**src/rtl/uart_pkg.sv**
```systemverilog
// Shared types and constants for the response UART transmit path.
package uart_pkg;

    localparam int DEFAULT_CLKS_PER_BIT = 868;
    localparam int UART_DATA_BITS       = 8;

    typedef enum logic [2:0] {
        IDLE,
        START,
        DATA,
        PARITY,
        STOP
    } tx_state_t;

endpackage

```
**src/rtl/resp_fifo.sv**
```systemverilog
// Synchronous byte FIFO with first-word-fall-through read data, registered
// full/empty flags and a one-cycle overflow pulse for dropped writes.
module resp_fifo #(
    parameter int DEPTH      = 16,
    parameter int ADDR_WIDTH = $clog2(DEPTH),
    parameter int WIDTH      = 8
) (
    input  logic                  clk,
    input  logic                  rst,
    input  logic                  wr_en,
    input  logic [WIDTH-1:0]      wr_data,
    input  logic                  rd_en,
    output logic [WIDTH-1:0]      rd_data,
    output logic                  full,
    output logic                  empty,
    output logic                  overflow,
    output logic [ADDR_WIDTH:0]   count
);

    typedef logic [ADDR_WIDTH:0]   count_t;
    typedef logic [ADDR_WIDTH-1:0] ptr_t;

    localparam count_t COUNT_FULL = count_t'(DEPTH);
    localparam count_t COUNT_ONE  = count_t'(1);
    localparam ptr_t   PTR_ONE    = ptr_t'(1);

    logic [WIDTH-1:0] mem_q [DEPTH];
    ptr_t             wr_ptr_q;
    ptr_t             rd_ptr_q;
    count_t           count_q;
    count_t           count_d;
    logic             full_q;
    logic             empty_q;
    logic             overflow_q;
    logic             push;
    logic             pop;

    // Full is sampled before any pop, so a write while full is always dropped.
    assign push = wr_en && !full_q;
    assign pop  = rd_en && !empty_q;

    // NOTE: give every always_comb output a default first so no path can infer a latch.
    always_comb begin
        count_d = count_q;
        case ({push, pop})
            2'b10:   count_d = count_q + COUNT_ONE;
            2'b01:   count_d = count_q - COUNT_ONE;
            default: count_d = count_q;
        endcase
    end

    // NOTE: sequential state uses non-blocking assignments so every register samples pre-edge values.
    always_ff @(posedge clk or negedge rst) begin
        if (!rst) begin
            wr_ptr_q   <= '0;
            rd_ptr_q   <= '0;
            count_q    <= '0;
            full_q     <= 1'b0;
            empty_q    <= 1'b1;
            overflow_q <= 1'b0;
        end else begin
            if (push) wr_ptr_q <= wr_ptr_q + PTR_ONE;
            if (pop)  rd_ptr_q <= rd_ptr_q + PTR_ONE;
            count_q    <= count_d;
            full_q     <= (count_d == COUNT_FULL);
            empty_q    <= (count_d == '0);
            overflow_q <= wr_en && full_q;
        end
    end

    // NOTE: storage has no reset; the pointers and count alone define which entries are valid.
    always_ff @(posedge clk) begin
        if (push) mem_q[wr_ptr_q] <= wr_data;
    end

    assign rd_data  = mem_q[rd_ptr_q];
    assign full     = full_q;
    assign empty    = empty_q;
    assign overflow = overflow_q;
    assign count    = count_q;

endmodule

```
**src/rtl/resp_uart_tx.sv**
```systemverilog
// Response transmitter: buffers dispatcher bytes and sends them as 8N1 UART,
// or 8E1 when RESP_UART_PARITY_EN is defined.
module resp_uart_tx
    import uart_pkg::*;
#(
    parameter int CLKS_PER_BIT = DEFAULT_CLKS_PER_BIT,
    parameter int FIFO_DEPTH   = 16,
    parameter int ADDR_WIDTH   = $clog2(FIFO_DEPTH)
) (
    input  logic                      clk,
    input  logic                      rst,
    input  logic [UART_DATA_BITS-1:0] data_in,
    input  logic                      data_in_en,
    output logic                      fifo_full,
    output logic                      fifo_empty,
    output logic                      overflow,
    output logic                      tx_busy,
    output logic                      tx
);

    localparam int BAUD_W = (CLKS_PER_BIT > 1) ? $clog2(CLKS_PER_BIT) : 1;

    typedef logic [BAUD_W-1:0] baud_t;

    localparam baud_t    BAUD_LAST = baud_t'(CLKS_PER_BIT - 1);
    localparam baud_t    BAUD_ONE  = baud_t'(1);
    localparam logic [2:0] IDX_LAST = 3'(UART_DATA_BITS - 1);

    tx_state_t                 state_q, state_d;
    baud_t                     baud_q, baud_d;
    logic [2:0]                bit_idx_q, bit_idx_d;
    logic [UART_DATA_BITS-1:0] shift_q, shift_d;
    logic                      tx_q, tx_d;
    logic                      busy_q, busy_d;
    logic                      pop;
    logic                      baud_last;
    logic [UART_DATA_BITS-1:0] fifo_rd_data;
    logic [ADDR_WIDTH:0]       fifo_count;
`ifdef RESP_UART_PARITY_EN
    logic                      parity_q, parity_d;
`endif

    resp_fifo #(
        .DEPTH      (FIFO_DEPTH),
        .ADDR_WIDTH (ADDR_WIDTH),
        .WIDTH      (UART_DATA_BITS)
    ) u_fifo (
        .clk      (clk),
        .rst      (rst),
        .wr_en    (data_in_en),
        .wr_data  (data_in),
        .rd_en    (pop),
        .rd_data  (fifo_rd_data),
        .full     (fifo_full),
        .empty    (fifo_empty),
        .overflow (overflow),
        .count    (fifo_count)
    );

    assign baud_last = (baud_q == BAUD_LAST);

    // tx and tx_busy are registered from the current state, so they lag the FSM by one edge.
    always_comb begin
        state_d   = state_q;
        baud_d    = baud_q;
        bit_idx_d = bit_idx_q;
        shift_d   = shift_q;
        tx_d      = 1'b1;
        busy_d    = 1'b1;
        pop       = 1'b0;
`ifdef RESP_UART_PARITY_EN
        parity_d  = parity_q;
`endif
        case (state_q)
            IDLE: begin
                busy_d = 1'b0;
                if (!fifo_empty) begin
                    pop      = 1'b1;
                    shift_d  = fifo_rd_data;
                    baud_d   = '0;
                    state_d  = START;
`ifdef RESP_UART_PARITY_EN
                    parity_d = ^fifo_rd_data;
`endif
                end
            end
            START: begin
                tx_d = 1'b0;
                if (baud_last) begin
                    baud_d    = '0;
                    bit_idx_d = '0;
                    state_d   = DATA;
                end else begin
                    baud_d = baud_q + BAUD_ONE;
                end
            end
            DATA: begin
                tx_d = shift_q[0];
                if (baud_last) begin
                    baud_d    = '0;
                    shift_d   = shift_q >> 1;
                    bit_idx_d = bit_idx_q + 3'd1;
                    if (bit_idx_q == IDX_LAST) begin
`ifdef RESP_UART_PARITY_EN
                        state_d = PARITY;
`else
                        state_d = STOP;
`endif
                    end
                end else begin
                    baud_d = baud_q + BAUD_ONE;
                end
            end
`ifdef RESP_UART_PARITY_EN
            PARITY: begin
                tx_d = parity_q;
                if (baud_last) begin
                    baud_d  = '0;
                    state_d = STOP;
                end else begin
                    baud_d = baud_q + BAUD_ONE;
                end
            end
`endif
            STOP: begin
                if (baud_last) begin
                    baud_d  = '0;
                    state_d = IDLE;
                end else begin
                    baud_d = baud_q + BAUD_ONE;
                end
            end
            default: begin
                busy_d  = 1'b0;
                state_d = IDLE;
            end
        endcase
    end

    always_ff @(posedge clk or negedge rst) begin
        if (!rst) begin
            state_q   <= IDLE;
            baud_q    <= '0;
            bit_idx_q <= '0;
            shift_q   <= '0;
            tx_q      <= 1'b1;
            busy_q    <= 1'b0;
`ifdef RESP_UART_PARITY_EN
            parity_q  <= 1'b0;
`endif
        end else begin
            state_q   <= state_d;
            baud_q    <= baud_d;
            bit_idx_q <= bit_idx_d;
            shift_q   <= shift_d;
            tx_q      <= tx_d;
            busy_q    <= busy_d;
`ifdef RESP_UART_PARITY_EN
            parity_q  <= parity_d;
`endif
        end
    end

    assign tx      = tx_q;
    assign tx_busy = busy_q;

    count_bound_a: assert property (@(posedge clk) disable iff (!rst)
        fifo_count <= (ADDR_WIDTH + 1)'(FIFO_DEPTH));

endmodule

```
**config.mk**
```make
export PLATFORM = sky130hd
export DESIGN_NAME = resp_uart_tx
export DESIGN_NICKNAME = d
export VERILOG_FILES = /design/src/rtl/uart_pkg.sv /design/src/rtl/resp_fifo.sv /design/src/rtl/resp_uart_tx.sv
export SDC_FILE = /design/constraint.sdc
export NUM_CORES = 1
export LEC_CHECK = 0
export CORE_UTILIZATION = 40
export CTS_BUF_LIST = sky130_fd_sc_hd__clkbuf_16
export CTS_CLUSTER_DIAMETER = 200
export DETAILED_ROUTE_END_ITERATION = 10
export PLACE_DENSITY = 0.63
export SYNTH_ARGS = -nofsm -noshare
export SYNTH_HDL_FRONTEND = slang
export SYNTH_SLANG_ARGS = --single-unit
```
**constraint.sdc**
```tcl
create_clock -name clk -period 2.79 [get_ports clk]
set_input_delay 0.558 -clock clk [delete_from_list [all_inputs] [get_ports clk]]
set_output_delay 0.558 -clock clk [all_outputs]
set_load 0.1 [all_outputs]
```
==> metrics.txt, run 1 <==
status finished clean; DR vias 3820; ANT nets after route 0; Fmax achieved 392 MHz; Hold Path Class in -> async; layout cell share with drive strength beyond 1 23.6%; EDFF count, synth 128; initial antenna violation count 0; post-synthesis mux area share 13.4%; relative slew slack 60.6%; setup violators final 0; PnR worst setup slack 0.238 ns; Starting DRT DRC Count 274; global-route wire length before repair 21900 um; Syn Area/Cell 15.8 sq um; Cell Area, Synth 7180 sq um; DR pass1 iterations 4; Starting Density 41.2%; post-synthesis adder-cell area fraction 1.92%; largest net degree at the start of global routing 32; Arrival @ worst endpoint 2.89 ns; largest family of logic cells by synthesized area multiplexers; Worst Tran Pin Value 0.590 ns; Total Routing Usage GR 16.5%; Clk pin slew, worst setup/hold paths 0.06 ns; Nets 515; post-synth cell types 47; Die W 136 um; die area 18500 sq um; Compound-Gate Fraction of Synth Area 3.08%; CP Class in -> reg; final hold violations 0; clk_lat worst skew 0.43 ns; Max FO, Critical Path 3; hold buffer count at CTS 0; Via density 5.23; Synth async-reset ratio 24.7%; ant diodes 0; sequential area share after synthesis 68.2%; non-filler cells, final 730; RSZ-0062 raised after global routing false; area delta synth->final 16.5%; Final GP Congestion 0.780; Yosys top cell area share 53.5%; core area 17400 sq um; Mapped Nets 476; Pins Over Slew Limit 0; area leader, netlist edfxtp_1; Synth area leaders edfxtp_1 (54%), dfrtp_1 (14%), mux4_2 (9.7%), nand2_1 (2.4%), mux2_2 (2.2%); clk_skew 0.00590 ns; dpl cells 699; setup TNS 0 ns; Crit. End Element flop; Mapped Cells 454; CTS tree built; CTS Buffer Depth 2; root buf cell clkbuf_16; pre-CTS WS -0.272 ns; wire length per cell 18.7 um; reported max-cap violation count 0; IO buf count 15; Pleak 3.01 nW; number of global-route vias before repair 3993; CP startpoint kind input pin; WP data required 3.13 ns; Ys Warns 0; I/O pin cnt 16; overall routed net length 13600 um; worst hold margin 0.0445 ns; fill count 1499; htree depth 4; number of synthesized register bits 170; Rows 48; post-CTS sizing 0; post-DP HPWL 8800 um; Most used DFF post-synth edfxtp_1; die height 136 um; Residual DRC 0; grt total ovfl 0; postcts setup bufs 0; cts bufs inserted 17; Final Critical Period 2.55 ns; Worst VDD drop 0.530 mV; fin crit share 91.5%; pwr/cell area 1050 nW/um^2; Synth Area in Simple Gates 10.1%; post-synthesis xor/xnor area fraction 1.46%; clock sink count 170
==> cell families (layout without fill, tap and decap cells) <==
group | count (synthesis) | in the layout
DFF | 170 | 170
xor gates and xnor gates | 12 | 12
AOI/OAI and AO/OA | 38 | 38
muxes | 52 | 52
and+or+nand+nor | 140 | 140
buffers and inverters | 31 | 82
adders and majority gates | 11 | 11
==> cells in the final DEF, fill, tap and decap left out, drive strengths merged, types with 5 or more instances in the layout <==
master,n
nand4,8
clkbuf,17
nand2,45
inv,15
clkdlybuf4s50,9
mux4,33
o21ai,21
nor3,8
nor2,15
xor2,5
mux2,15
a21oi,10
and3,6
buf,33
xnor2,7
nand3,14
dfrtp,40
ha,11
nand3b,5
edfxtp,128
and2,20
==> per-stage QoR <==
step	utilization, %	instance area (sq um)	power (mW)
CTS	48.0	8370	8.91
floorplan	-	7180	5.60
finish	48.0	8370	8.80
global route	48.0	8370	9.28
global placement	44.4	7730	6.31
detailed placement	44.4	7730	6.39
==> worst max-delay path, stage by stage <==
cell	delay, ns
clkdlybuf4s50_1	0.46
nor2b_1	0.19
inv_2	0.05
ha_1	0.21
xor2_1	0.16
ha_1	0.21
o21ai_0	0.14
a21oi_1	0.07
nor4_1	0.36
xor2_1	0.26
nor3b_1	0.21
==> cells in the mapped netlist (all sizes together) (6+ instances only) <==
cell    number
a21oi       10
mux4        33
nor3         8
nor2        15
clkbuf      11
mux2        15
ha          11
and3         6
o21ai       21
nand2       45
and2        20
inv          9
buf         11
edfxtp     128
nand3       14
nand4        8
dfrtp       40
xnor2        7
==> path summary, 6_finish.rpt <==
check	from	to	slack [ns]	depth (start not counted)
worst min register to register	u_fifo.count[4]$_DFF_PN0_	u_fifo.count[4]$_DFF_PN0_	0.49	1
worst max-delay path	data_in_en	u_fifo.full$_DFF_PN0_	0.24	11
max in group asynchronous	rst	u_fifo.empty$_DFF_PN1_	2.00	2
min in group clk	u_fifo.count[4]$_DFF_PN0_	u_fifo.count[4]$_DFF_PN0_	0.49	1
worst min-delay path	rst	shift_q[2]$_DFFE_PN0P_	0.04	1
worst max register to register	u_fifo.empty$_DFF_PN1_	u_fifo.full$_DFF_PN0_	0.28	11
==> report_power, final <==
group          leakage [nW]  internal (mW)  switching (mW)  total (mW)
clock                 0.310           1.52           0.994        2.51
combinational          1.02           1.28            1.52        2.81
sequential             1.68           3.16           0.324        3.49
==> area by class of cell <==
cell class,count,area [sq um],share of cell area [%]
Timing Repair Buffer,42,373,4.46
Tap cell,225,282,3.36
Multi-Input combinational cell,253,2150,25.7
Clock inverter,14,208,2.48
Sequential cell,170,4900,58.6
Clock buffer,17,425,5.08
Inverter,9,33.8,0.404
==> layer usage <==
metal	wire length, um	vias up	global-route usage, %
li1	-	1809	-
met1	5860	1930	21.1
met2	7030	71	27.3
met3	590	10	3.39
met4	133	0	7.10
met5	0	-	0
==> registers in the layout, summed over array words and instances (netlist names), 3 cells and up <==
signal	cells
u_fifo.mem_q	128
baud_q	10
shift_q	8
u_fifo.count	5
u_fifo.rd_ptr_q	4
u_fifo.wr_ptr_q	4
bit_idx_q	3
state_q	3
Power figures use the tool's default switching activity.
==> inputs of run 2 (changes only) <==
--- a/config.mk
+++ b/config.mk
@@ -5,11 +5,11 @@
 export SDC_FILE = /design/constraint.sdc
 export NUM_CORES = 1
 export LEC_CHECK = 0
-export CORE_UTILIZATION = 40
+export CORE_UTILIZATION = 45
 export CTS_BUF_LIST = sky130_fd_sc_hd__clkbuf_16
 export CTS_CLUSTER_DIAMETER = 200
 export DETAILED_ROUTE_END_ITERATION = 10
-export PLACE_DENSITY = 0.63
+export PLACE_DENSITY = 0.69
 export SYNTH_ARGS = -nofsm -noshare
 export SYNTH_HDL_FRONTEND = slang
 export SYNTH_SLANG_ARGS = --single-unit
==> run 2 against run 1 <==
Sequential cell count unchanged. Clock-buffer cell count did not move. Clock skew is 0.0021 ns higher. Worst hold slack better by 0.24 ns. Total power decreased by 1.9%. Utilization is 5.6 points higher. Clock power down 6%. Maximum frequency increased by 1.2%. Highest routed layer unchanged.
==> metrics.txt, run 2 (synthesis results as in run 1) <==
root buf cell clkbuf_16; relative slew slack 35.9%; largest net degree at the start of global routing 43; Pins Over Slew Limit 0; CTS tree built; Final Critical Period 2.52 ns; area delta synth->final 14.8%; dpl cells 681; commonest non-fill, non-tap cell in the layout edfxtp_1; postcts setup bufs 0; Worst VDD drop 0.519 mV; clk_skew 0.00805 ns; Rows 45; clock sink count 170; ANT nets after route 0; PnR worst setup slack 0.269 ns; DR vias 3854; Largest register FFs 128; CP Class in -> reg; Clk pin slew, worst setup/hold paths 0.06 ns; Top reg by flops u_fifo.mem_q; metal1 wirelength 5800 um; Largest regs u_fifo.mem_q: 128 flops, baud_q: 10 flops, shift_q: 8 flops; Residual DRC 0; pre-CTS WS -0.207 ns; clk_lat worst skew 0.42 ns; non-filler cells, final 712; pwr/cell area 1050 nW/um^2; Starting Density 46.7%; htree depth 4; IO buf count 15; I/O pin cnt 16; die area 16500 sq um; met3 routed WL 592 um; Die W 128 um; CP startpoint kind input pin; Via density 5.41; Pwr Total 8.64 mW; Hold Path Class in -> async; initial antenna violation count 0; highest routed metal layer met4; Crit. End Element flop; Pleak 2.96 nW; Fmax achieved 397 MHz; Arrival @ worst endpoint 2.85 ns; WP data required 3.12 ns; Final GP Congestion 0.730; post-DP HPWL 8390 um; cts bufs inserted 17; fin crit share 90.4%; status finished clean; wire length per cell 18.7 um; Nets 511; Total Routing Usage GR 18.0%; reported max-cap violation count 0; fill count 1198; Worst Tran Pin Value 0.962 ns; Reg2Reg Depth 11; RSZ-0062 raised after global routing false; global-route wire length before repair 21700 um; grt total ovfl 0; die height 128 um; final hold violations 0; Final Cell Area 8250 sq um; commonest non-fill, non-tap cells in the layout edfxtp_1 (128), nand2_1 (45), dfrtp_1 (38); setup violators final 0; placed cell areas 7660 sq um; overall routed net length 13300 um; DR pass1 iterations 5; core area 15400 sq um; worst hold margin 0.288 ns; post-CTS sizing 0; routed length on met2 6830 um; number of global-route vias before repair 4047; CTS Buffer Depth 2; ant diodes 0; hold buffer count at CTS 0; Starting DRT DRC Count 253; Max FO, Critical Path 3; layout cell share with drive strength beyond 1 22.8%
==> run 2: final timing paths <==
kind,slack (ns),end,start
worst max-delay path,0.27,u_fifo.full$_DFF_PN0_,data_in_en
worst min-delay path,0.29,baud_q[6]$_DFFE_PN0P_,rst
worst max register to register,0.32,u_fifo.full$_DFF_PN0_,state_q[1]$_DFFE_PN0P_
worst min register to register,0.49,u_fifo.count[4]$_DFF_PN0_,u_fifo.count[4]$_DFF_PN0_
max in group asynchronous,1.84,u_fifo.rd_ptr_q[0]$_DFFE_PN0N_,rst
min in group clk,0.49,u_fifo.count[4]$_DFF_PN0_,u_fifo.count[4]$_DFF_PN0_
==> run 2: per-stage QoR <==
stage | utilization (%) | setup TNS (ns)
after floorplan | - | 0
after global placement | 49.8 | -0.0788
after detailed placement | 49.8 | -0.295
after CTS | 53.7 | 0
after global routing | 53.7 | 0
final | 53.7 | 0
==> run 2: worst max-delay path: stages <==
cell and delay [ns]:
clkdlybuf4s50_1 0.46, nor2b_1 0.20, inv_2 0.05, ha_1 0.21
xor2_1 0.16, ha_1 0.21, a21oi_1 0.18, mux2i_1 0.25
xnor2_1 0.10, or2_1 0.25, nor3b_1 0.21
==> run 2: layout make-up <==
class                      instances  area (sq um)  area share (%)
clock buffer                      17           425            5.16
multi-input combinational        253          2150            26.0
timing repair buffer              38           318            3.85
tap                              211           264            3.20
clock inverter                    14           159            1.93
inverter                           9          33.8           0.410
sequential                       170          4900            59.4
==> run 2: per-layer routing <==
| metal | GRT usage, % | up-vias |
|---|---|---|
| met5 | 0 | - |
| met4 | 5.88 | 0 |
| met3 | 4.91 | 9 |
| met2 | 29.8 | 74 |
| met1 | 23.3 | 1979 |
| li1 | - | 1792 |
==> run 2: report_power, final <==
part	total [mW]	switching [mW]	internal, mW
logic	2.80	1.53	1.28
clock network	2.35	1.01	1.34
registers	3.49	0.325	3.16
total	8.64	2.86	5.78
==> inputs of run 3 (changes only) <==
--- a/config.mk
+++ b/config.mk
@@ -6,10 +6,10 @@
 export NUM_CORES = 1
 export LEC_CHECK = 0
 export CORE_UTILIZATION = 45
-export CTS_BUF_LIST = sky130_fd_sc_hd__clkbuf_16
 export CTS_CLUSTER_DIAMETER = 200
 export DETAILED_ROUTE_END_ITERATION = 10
-export PLACE_DENSITY = 0.69
+export DONT_BUFFER_PORTS = 1
+export PLACE_DENSITY = 0.68
 export SYNTH_ARGS = -nofsm -noshare
 export SYNTH_HDL_FRONTEND = slang
 export SYNTH_SLANG_ARGS = --single-unit
==> run 3 against run 2 <==
Sequential cell count did not move. Utilization fell by 1.0 points. Design area fell by 1.9%. Final cell count fell by 3.2%. Non-clock buffer count fell by 24. Combinational power fell by 6%. Die area did not move. Worst setup slack improved by 0.031 ns. Clock-buffer cell count rose by 1. Sequential power rose by 3%. Total power rose by 0.38%. Largest cell class unchanged. Highest routed layer unchanged.
==> metrics.txt, run 3 (synthesis results as in run 1) <==
Nets 487; Clk pin slew, worst setup/hold paths 0.07 ns; htree depth 4; Total Routing Usage GR 18.3%; initial antenna violation count 0; ANT nets after route 0; Die W 128 um; Worst VDD drop 0.545 mV; IO buf count 0; postcts setup bufs 0; Via density 5.52; overall routed net length 13700 um; ant diodes 0; combinational share of power 30.3%; die height 128 um; clock sink count 170; cts bufs inserted 17; core area 15400 sq um; root buf cell clkbuf_16; pwr/cell area 1070 nW/um^2; Int Pwr 5.81 mW; Residual DRC 0; Worst Tran Pin Value 0.867 ns; Rows 45; pre-CTS WS 0.153 ns; Final Critical Period 2.49 ns; clk_lat worst skew 0.43 ns; WP data required 3.10 ns; number of global-route vias before repair 3900; Top reg by flops u_fifo.mem_q; CTS tree built; Arrival @ worst endpoint 2.80 ns; Fmax achieved 402 MHz; die area 16500 sq um; commonest non-fill, non-tap cell in the layout edfxtp_1; setup violators final 0; I/O pin cnt 16; commonest non-fill, non-tap cells in the layout edfxtp_1 (128), nand2_1 (45), dfrtp_1 (38); Largest register FFs 128; setup TNS 0 ns; final hold violations 0; RSZ-0062 raised after global routing false; Max FO, Critical Path 4; area delta synth->final 12.7%; Switching Fraction 33.0%; grt total ovfl 0; clk_skew 0.00891 ns; PnR worst setup slack 0.300 ns; fin crit share 89.3%; Final GP Congestion 0.759; CP Class reg -> reg; Flop pwr share 41.5%; Pleak 2.86 nW; global-route wire length before repair 21600 um; Hold Path Class in -> reg; DR vias 3803; Starting DRT DRC Count 265; Pins Over Slew Limit 0; P_sw 2.86 mW; clock share of power 28.2%; DR pass1 iterations 5; Largest regs u_fifo.mem_q: 128 flops, baud_q: 10 flops, shift_q: 8 flops; Starting Density 46.7%; CTS Buffer Depth 2; largest net degree at the start of global routing 43; post-DP HPWL 8530 um; layout cell share with drive strength beyond 1 20.7%; status finished clean; reported max-cap violation count 0; CP startpoint kind flop; Crit. End Element flop; wire length per cell 19.9 um; relative slew slack 42.2%
==> run 3: worst max-delay path, cell delays in order (launching register included) <==
cell	delay, ns
dfrtp_2	0.40
nor2b_1	0.24
inv_2	0.10
ha_1	0.23
xor2_1	0.17
ha_1	0.22
o21ai_0	0.16
a21oi_1	0.06
nor4_1	0.29
xor2_1	0.27
nor3b_1	0.27
==> run 3: worst paths after layout <==
check	startpoint	end	slack [ns]	cells past startpoint
min in group asynchronous	rst	state_q[0]$_DFFE_PN0P_	0.63	2
worst max register to register	u_fifo.full$_DFF_PN0_	u_fifo.full$_DFF_PN0_	0.30	10
worst min register to register	u_fifo.count[4]$_DFF_PN0_	u_fifo.count[4]$_DFF_PN0_	0.50	1
worst max-delay path	u_fifo.full$_DFF_PN0_	u_fifo.full$_DFF_PN0_	0.30	10
worst min-delay path	data_in[1]	u_fifo.mem_q[14][1]$_DFFE_PP_	0.22	0
max in group asynchronous	rst	tx$_DFF_PN1_	1.90	2
==> run 3: power groups by stage <==
stage          Combinational, mW  Clock, mW  Sequential (mW)
5_1_grt                     2.88       2.58             3.65
6_report                    2.63       2.45             3.60
2_1_floorplan               2.04          0             3.56
4_1_cts                     2.66       2.48             3.60
3_5_place_dp                2.63          0             3.64
3_3_place_gp                2.56          0             3.63
==> run 3: layout make-up <==
type                            instances  area [sq um]
Tap cell                              211           264
Sequential cell                       170          4900
Clock buffer                           18           429
Clock inverter                         14           186
Inverter                                9          33.8
Timing Repair Buffer                   14           133
Multi-Input combinational cell        253          2150
Fill cell                            1231          7280
==> run 3: per-stage QoR <==
step                      instances  cell area [sq um]  power (mW)  utilization, %  hold slack (ns)
after floorplan                 454               7180        5.60               -            0.262
after global placement          655               7450        6.19            48.4            0.263
after detailed placement        655               7450        6.27            48.4            0.264
after CTS                       689               8090        8.74            52.6            0.209
after global routing            689               8090        9.11            52.6            0.202
final                           689               8090        8.67            52.6            0.224
==> run 3: what timing repair did <==
item | in CTS | in global routing
endpoints found under the hold margin | 42 | 0
hold buffers | 2 | 0
gates resized for setup | 0 | 0
==> run 3: metal layers <==
layer,routed length [um],global-route usage (%)
met5,0,0
met3,733,5.53
met1,5720,22.0
met4,191,6.44
met2,7050,31.2
